$ cat src/rtl/uart_rx_frame_ctrl.sv
// uart_rx_frame_ctrl: captures each completed UART frame once into a FWFT FIFO,
// delivers it over valid/ready, and flags overrun, idle line and stuck receiver.
//   clk, rst_n            : clock, async active-low reset
//   rx_received/receiving : receiver frame-complete and busy levels
//   rx_data               : receiver byte, stable while rx_received is high
//   m_data/m_valid/m_ready: downstream byte handshake (FIFO head)
//   level                 : FIFO occupancy 0..DEPTH
//   overrun, stall_err    : sticky error flags, cleared by clear
//   idle                  : one-cycle pulse after a quiet line following a capture
module uart_rx_frame_ctrl #(
    parameter int DEPTH        = 4,
    parameter int IDLE_TIMEOUT = 160,
    parameter int STALL_LIMIT  = 320
) (
    input  logic                   clk,
    input  logic                   rst_n,
    input  logic                   rx_received,
    input  logic                   rx_receiving,
    input  logic [7:0]             rx_data,
    output logic [7:0]             m_data,
    output logic                   m_valid,
    input  logic                   m_ready,
    output logic [$clog2(DEPTH):0] level,
    output logic                   overrun,
    output logic                   stall_err,
    output logic                   idle,
    input  logic                   clear
);

    localparam int AW = $clog2(DEPTH);
    localparam int LW = AW + 1;
    localparam int IW = $clog2(IDLE_TIMEOUT + 1);
    localparam int SW = $clog2(STALL_LIMIT + 1);

    typedef enum logic {
        S_DISARMED,
        S_ARMED
    } idle_state_t;

    logic [7:0]    r_mem [DEPTH];
    logic [AW-1:0] r_wr_ptr;
    logic [AW-1:0] r_rd_ptr;
    logic [LW-1:0] r_level;
    logic          r_prev_rcv;
    logic          r_overrun;
    logic          r_stall_err;
    logic [SW-1:0] r_stall_cnt;
    idle_state_t   r_state;
    logic [IW-1:0] r_idle_cnt;
    logic          r_idle;

    logic          w_capture;
    logic          w_full;
    logic          w_pop;
    logic          w_push;
    logic          w_ovr_set;
    logic          w_stall_set;
    idle_state_t   w_state_nxt;
    logic [IW-1:0] w_idle_cnt_nxt;
    logic          w_idle_nxt;

    // Rising edge of rx_received; r_prev_rcv resets high so a level
    // already high at reset release is not taken as a new frame.
    assign w_capture = !r_prev_rcv && rx_received;
    assign w_full    = (r_level == LW'(DEPTH));
    assign w_pop     = m_valid && m_ready;
    // When full, a push is only allowed if the head leaves in the same cycle.
    assign w_push    = w_capture && (!w_full || w_pop);
    assign w_ovr_set = w_capture && w_full && !w_pop;

    // Set while the saturated count is (or becomes) the limit, so a stuck
    // receiver keeps re-asserting the flag against clear.
    assign w_stall_set = rx_receiving &&
                         (r_stall_cnt >= SW'(STALL_LIMIT - 1));

    assign m_valid   = (r_level != '0);
    assign m_data    = m_valid ? r_mem[r_rd_ptr] : 8'h00;
    assign level     = r_level;
    assign overrun   = r_overrun;
    assign stall_err = r_stall_err;
    assign idle      = r_idle;

    always_comb begin
        w_state_nxt    = r_state;
        w_idle_cnt_nxt = r_idle_cnt;
        w_idle_nxt     = 1'b0;
        if (w_capture) begin
            // A capture always re-arms, even on the terminal count.
            w_state_nxt    = S_ARMED;
            w_idle_cnt_nxt = '0;
        end else if (r_state == S_ARMED) begin
            if (rx_receiving) begin
                w_idle_cnt_nxt = '0;
            end else if (r_idle_cnt == IW'(IDLE_TIMEOUT - 1)) begin
                w_idle_nxt     = 1'b1;
                w_state_nxt    = S_DISARMED;
                w_idle_cnt_nxt = '0;
            end else begin
                w_idle_cnt_nxt = r_idle_cnt + 1'b1;
            end
        end
    end

    always_ff @(posedge clk) begin
        if (w_push) begin
            r_mem[r_wr_ptr] <= rx_data;
        end
    end

    always_ff @(posedge clk or negedge rst_n) begin
        if (!rst_n) begin
            r_prev_rcv  <= 1'b1;
            r_wr_ptr    <= '0;
            r_rd_ptr    <= '0;
            r_level     <= '0;
            r_overrun   <= 1'b0;
            r_stall_err <= 1'b0;
            r_stall_cnt <= '0;
            r_state     <= S_DISARMED;
            r_idle_cnt  <= '0;
            r_idle      <= 1'b0;
        end else begin
            r_prev_rcv <= rx_received;
            if (w_push) begin
                r_wr_ptr <= r_wr_ptr + 1'b1;
            end
            if (w_pop) begin
                r_rd_ptr <= r_rd_ptr + 1'b1;
            end
            if (w_push && !w_pop) begin
                r_level <= r_level + 1'b1;
            end else if (w_pop && !w_push) begin
                r_level <= r_level - 1'b1;
            end
            r_overrun   <= (r_overrun && !clear) || w_ovr_set;
            r_stall_err <= (r_stall_err && !clear) || w_stall_set;
            if (!rx_receiving) begin
                r_stall_cnt <= '0;
            end else if (r_stall_cnt != SW'(STALL_LIMIT)) begin
                r_stall_cnt <= r_stall_cnt + 1'b1;
            end
            r_state    <= w_state_nxt;
            r_idle_cnt <= w_idle_cnt_nxt;
            r_idle     <= w_idle_nxt;
        end
    end

endmodule

$ cat config.mk
export PLATFORM = sky130hd
export DESIGN_NAME = uart_rx_frame_ctrl
export DESIGN_NICKNAME = d
export VERILOG_FILES = /design/src/rtl/uart_rx_frame_ctrl.sv
export SDC_FILE = /design/constraint.sdc
export NUM_CORES = 1
export LEC_CHECK = 0
export CELL_PAD_IN_SITES_DETAIL_PLACEMENT = 1
export CELL_PAD_IN_SITES_GLOBAL_PLACEMENT = 1
export CORE_MARGIN = 8
export CORE_UTILIZATION = 43
export CTS_BUF_LIST = sky130_fd_sc_hd__clkbuf_8
export DETAILED_ROUTE_END_ITERATION = 12
export GPL_TIMING_DRIVEN = 0
export PLACE_DENSITY_LB_ADDON = 0.1
export SLEW_MARGIN = 30
export SYNTH_ARGS = -nofsm -noshare
export SYNTH_HDL_FRONTEND = slang
export SYNTH_SLANG_ARGS = --single-unit
$ cat constraint.sdc
create_clock -name clk -period 1.9 [get_ports clk]
set_clock_uncertainty 0.05 [all_clocks]
set_input_delay 0.475 -clock clk [delete_from_list [all_inputs] [get_ports clk]]
set_output_delay 0.475 -clock clk [all_outputs]
set_load 0.05 [all_outputs]
[Word-level counts from Yosys, hierarchy flattened]
Memory sizes are Yosys's and may differ from the RTL's.
Index checks and enable logic that the tools add are counted.
Storage, ports and cells
  flip-flop bits (word level): 29
  bits in latches: 0
  memory bits (writable): 32
  memory bits (read-only): 0
  bits of input ports: 14
  output and inout port bits: 15
  word-level logic and storage cells: 62
  memories kept: 1
Operators by class
  add/subtract/negate cells: 6
  $mul: 0
  divide/modulo/power cells: 0
  magnitude comparators: 1
  eq/ne operators: 4
  shift-type cells: 0
  muxes and demuxes: 19
  bitwise operators: 0
  reduce and logical (&&, ||, !) cells: 21
Memories
  r_mem: words 4, width 8, rd ports 1, clocked after Yosys merged registers in 0, wr ports 1, line 40  | logic [7:0] r_mem [DEPTH];
Operators with widths (count)
  8-bit two-way mux: 5
  9-bit two-way mux: 2
  1-bit logical AND: 10
  1-bit two-way mux: 10
  9-bit by 1-bit adder with 9-bit output (second input constant): 1
  9-bit greater-or-equal comparator (second input constant): 1
  9-bit != test (second input constant): 1
  8-bit by 1-bit adder with 8-bit output (second input constant): 1
  8-bit equality test (second input constant): 1
  3-bit two-way mux: 2
  1-bit zero test: 5
  2-bit by 1-bit adder with 2-bit output (second input constant): 2
  2-bit nonzero test: 2
  3-bit by 1-bit adder with 3-bit output (second input constant): 1
  3-bit equality test (second input constant): 1
  1-bit logical OR: 3
  3-bit nonzero test: 1
  3-bit by 1-bit subtractor with 3-bit output (second input constant): 1
  2-bit by 1-bit != test with 1-bit output (second input constant): 1

[Logic depth before layout (Yosys ltp)]
  depth in word-level cells: 8
  depth in mapped cells: 8
  depth with buffers taken out: 8

[Worst setup path before layout]
No wires, ideal clock.
  path kind: flip-flop to output port
  from: register r_level[0], in the netlist level[0]
  to: output m_data[0]
  arrival: 1.988 ns
  data required time: 1.375 ns
  path slack: -0.613 ns
  cell stages (with the launch flop): 4
  path buffers: 1
  cells stage by stage: dfrtp_1 or3_1 clkbuf_1 and2_1
On the way
  word-level cells in the longest chain between the ends: 2
RTL lines
  start, declared: line 43  | logic [LW-1:0] r_level;
  start signal, assigned: line 131  | r_level <= r_level + 1'b1;
  start signal, assigned: line 133  | r_level <= r_level - 1'b1;
  3-bit nonzero test: line 76  | assign m_valid = (r_level != '0);
  net m_valid: line 21  | output logic m_valid,
  8-bit two-way mux: line 77  | assign m_data = m_valid ? r_mem[r_rd_ptr] : 8'h00;
  end, declared: line 20  | output logic [7:0] m_data,
The timed path passes the listed nets, and every way through them passes these cells.

[Worst setup path after layout]
  from: register r_rd_ptr[0]
  to: output m_data[4]
On the way
  word-level cells in the longest chain between the ends: 2
RTL lines
  start, declared: line 42  | logic [AW-1:0] r_rd_ptr;
  start signal, assigned: line 128  | r_rd_ptr <= r_rd_ptr + 1'b1;
  memory 4 x 8 bit
  8-bit two-way mux: line 77
Every way passes these cells.

==> impl_results.md <==
- Syn Area/Cell: 13.9 um^2
- Vias in the first global route: 1,947
- First DRT Iteration DRCs: 79
- Hold_buf cts: 0
- Synth cell types: 40
- Post-synth top area share: 35.0%
- Post-DP HPWL: 4.19 mm
- Comb pwr share: 43.4%
- Post-route DRC: 0
- Wire length per cell: 18.7 um
- DP Area: 0.00315 mm^2
- Sw Share: 34.8%
- Largest net degree at the start of global routing: 30
- CP max stage delay: 0.49 ns
- Final setup violation count: 11
- Worst-case vdd ir drop: 1.05 mV
- Synth Warn #: 0
- Pre-CTS setup slack: -0.864 ns
- Layout cells sized above 1: 31.6%
- DIE HEIGHT: 95.9 um
- Core Area: 0.00628 mm^2
- Post-DR vias/cell: 5.23
- Routability cong.: 0.748
- Seq cells post-synth: 61
- Slew margin rel.: 55.7%
- Unrepaired setup endpoints after global routing: true
- Syn_nets: 221
- Initial antenna violation count: 0
- Synth area leader: edfxtp_1
- Worst skew pair latency: 0.34 ns
- Sequential-to-total area share from yosys stat: 61.5%
- Fillers: 622
- LEAKAGE: 1.45 nW
- Post-route total power: 0.00535 W
- Port buffer count: 28
- Max Root-Sink Buffers: 2
- Design Area, Final: 0.00360 mm^2
- MaxCap Viol Count: 0
- Final Hold Viols: 0
- Fin crit period: 2.24 ns
- Clock power share: 24.3%
- Worst-path clk slew: 0.07 ns
- Starting density of the core: 43.7%
- Failing checks: negative setup slack
- Setup TNS: -3.01 ns
- Post-synth EDFFs: 32
- Critical Path, Cell by Cell: clkbuf_16, mux4_2, and2_4, buf_8
- Area growth, synth to finish: 31.4%
- PD cells: 1480 mW/mm^2
- Sequential cell fraction of total power: 32.3%
- Final worst slack: -0.337 ns
- Crit path DAT: 1.71 ns
- Startpoint types: register
- Synth Cell Area: 0.00274 mm^2
- Root Buffer: clkbuf_8
- FF-to-FF setup slack: -0.17 ns
- CTS tree: yes
- Gr ovfl total: 0
- Finished Core Util: 57.4%
- Synth area leaders: edfxtp_1 35%, dfrtp_1 26%, mux4_2 6.6%, and2_1 4.6%, ha_1 3.6%
- Slowest cell on the critical path: mux4_2
- Htree depth: 3
- Cells after synthesis: 198
- Least-Margin Pin Slew: 0.664 ns
- Async set-reset flop share out of synthesis: 47.5%
- Most common cell in the netlist: edfxtp_1
- Sw power: 0.00186 W
- Slew Viols, Final: 0
- Synth Flop Type: edfxtp_1
- Num rows: 29
- CP Class: register to output port
- Fin nets: 271
- First-pass GRT wire length: 10.4 mm
- CTS sink count: 61
- Total Routing Usage GR: 15.3%
- Cell Int Power: 0.00348 W
- Hold WC Path Type: input pin to asynchronous set/reset pin
- Top post-synthesis cells by count: 32 x edfxtp_1, 28 x dfrtp_1, 20 x and2_1, 11 x xnor2_1, 10 x nor2_1
- Status: complete, but fails checks
- Worst setup EP type: output port
- Worst EP required: 1.37 ns
- Vias: 1,726
- Io pins: 29
- R2R cell count: 7
- Highest Clock Rate: 447 MHz
- CP max FO: 4
- Reg-to-Reg Start: level[1]
- Final period utilization: 118%
- Routed Antenna Nets: 0
- Die width: 95.9 um
- Number of buffers created by CTS: 9
- Final wirelength: 6.18 mm
- Die ar.: 0.00919 mm^2
- N_diodes: 0
- 1st-pass router iterations: 4
- R2r endpoint: level[1]
==> how the worst max path moves through the flow <==
stage,from,endpoint,slack [ns],cells after the start
floorplan,level[0],level[2],-0.23,8
global placement,m_ready,level[1],-0.77,7
CTS,r_rd_ptr[0],m_data[2],-0.34,4
detailed placement,rx_received,level[2],-0.86,9
global route,r_rd_ptr[0],m_data[4],-0.40,4
finish,r_rd_ptr[0],m_data[4],-0.34,4
==> power groups by stage <==
stage	registers [W]	clock network, W	logic (W)
finish	0.00173	0.00130	0.00232
global placement	0.00168	0	0.00181
global route	0.00175	0.00138	0.00246
floorplan	0.00180	0	0.00121
CTS	0.00172	0.00133	0.00208
detailed placement	0.00170	0	0.00189
==> stage by stage <==
stage / hold WS [ns] / std cells
4_1_cts: 0.119 / 325
5_1_grt: 0.156 / 330
6_report: 0.112 / 330
3_5_place_dp: 0.452 / 303
2_1_floorplan: 0.129 / 198
3_3_place_gp: 0.422 / 303
==> critical path, delay by kind of cell (launching register included) <==
family,cells,cell delay [ns]
buffers and inverters,2,0.30
multiplexers,1,0.49
AND/OR/NAND/NOR,1,0.16
flip-flops,1,0.43
==> cells in the final DEF (no fill, tap or decap), types with 2 or more instances in the layout <==
cell type         n
o21ai_0           5
nor2b_1           5
nand3_1           6
edfxtp_1         32
buf_6             2
nor2_1            9
clkinv_2          2
dfrtp_1          23
xor2_1            4
a22oi_1           2
dfrtp_2           5
inv_1             7
nand3b_1          3
and2_2            5
bufinv_16         2
buf_2             2
dlygate4sd2_1     7
nand4_1           4
ha_1              7
buf_8            10
a21oi_1           5
clkdlybuf4s50_1  10
buf_4            10
mux2i_1           3
mux4_2            8
nand2_1           7
and2_4            8
and2_1            8
clkbuf_8         10
xnor2_1          11
nand2b_1          2
==> final cells by class <==
| type | instances | area (um^2) | area share, % |
|---|---|---|---|
| Multi-Input combinational cell | 123 | 1080 | 29.9 |
| Sequential cell | 61 | 1690 | 47.0 |
| Inverter | 8 | 30.0 | 0.833 |
| Tap cell | 77 | 96.3 | 2.67 |
| Buffer | 5 | 51.3 | 1.42 |
| Clock inverter | 6 | 86.3 | 2.40 |
| Clock buffer | 10 | 138 | 3.82 |
| Timing Repair Buffer | 40 | 429 | 11.9 |
==> logic make-up (layout without fill, tap and decap cells) <==
| group | after synthesis | count (layout) | share of synthesized area (%) |
|---|---|---|---|
| flip-flops | 61 | 61 | 61.5 |
| multiplexers | 12 | 12 | 8.07 |
| AND/OR/NAND/NOR | 69 | 69 | 14.4 |
| buffers and inverters | 14 | 69 | 2.14 |
| AO/OA/AOI/OAI | 18 | 18 | 4.70 |
| XOR/XNOR | 15 | 15 | 4.79 |
| adder cells (fa/ha/maj) | 9 | 9 | 4.38 |
==> sequential cells by signal, summed over array words and instances (netlist names) <==
register,cells
r_state,1
idle,1
r_wr_ptr,2
r_mem,32
r_stall_cnt,9
level,3
stall_err,1
r_rd_ptr,2
r_prev_rcv,1
overrun,1
r_idle_cnt,8
==> what timing repair did <==
item                       4_1_cts  5_1_grt
setup endpoints to repair       49       12
pin swaps                        4       10
resized for setup               89       14
gates cloned                     0        1
setup buffers                    7        4
==> routing by layer <==
layer	share of wire [%]	up-vias	track usage (%)	wire length, um
li1	-	810	-	-
met1	43	871	18.4	2640
met2	52	34	25.3	3200
met3	3.4	11	3.67	210
met4	2.1	0	7.68	130
met5	0	-	0	0
Power figures use the tool's default switching activity.
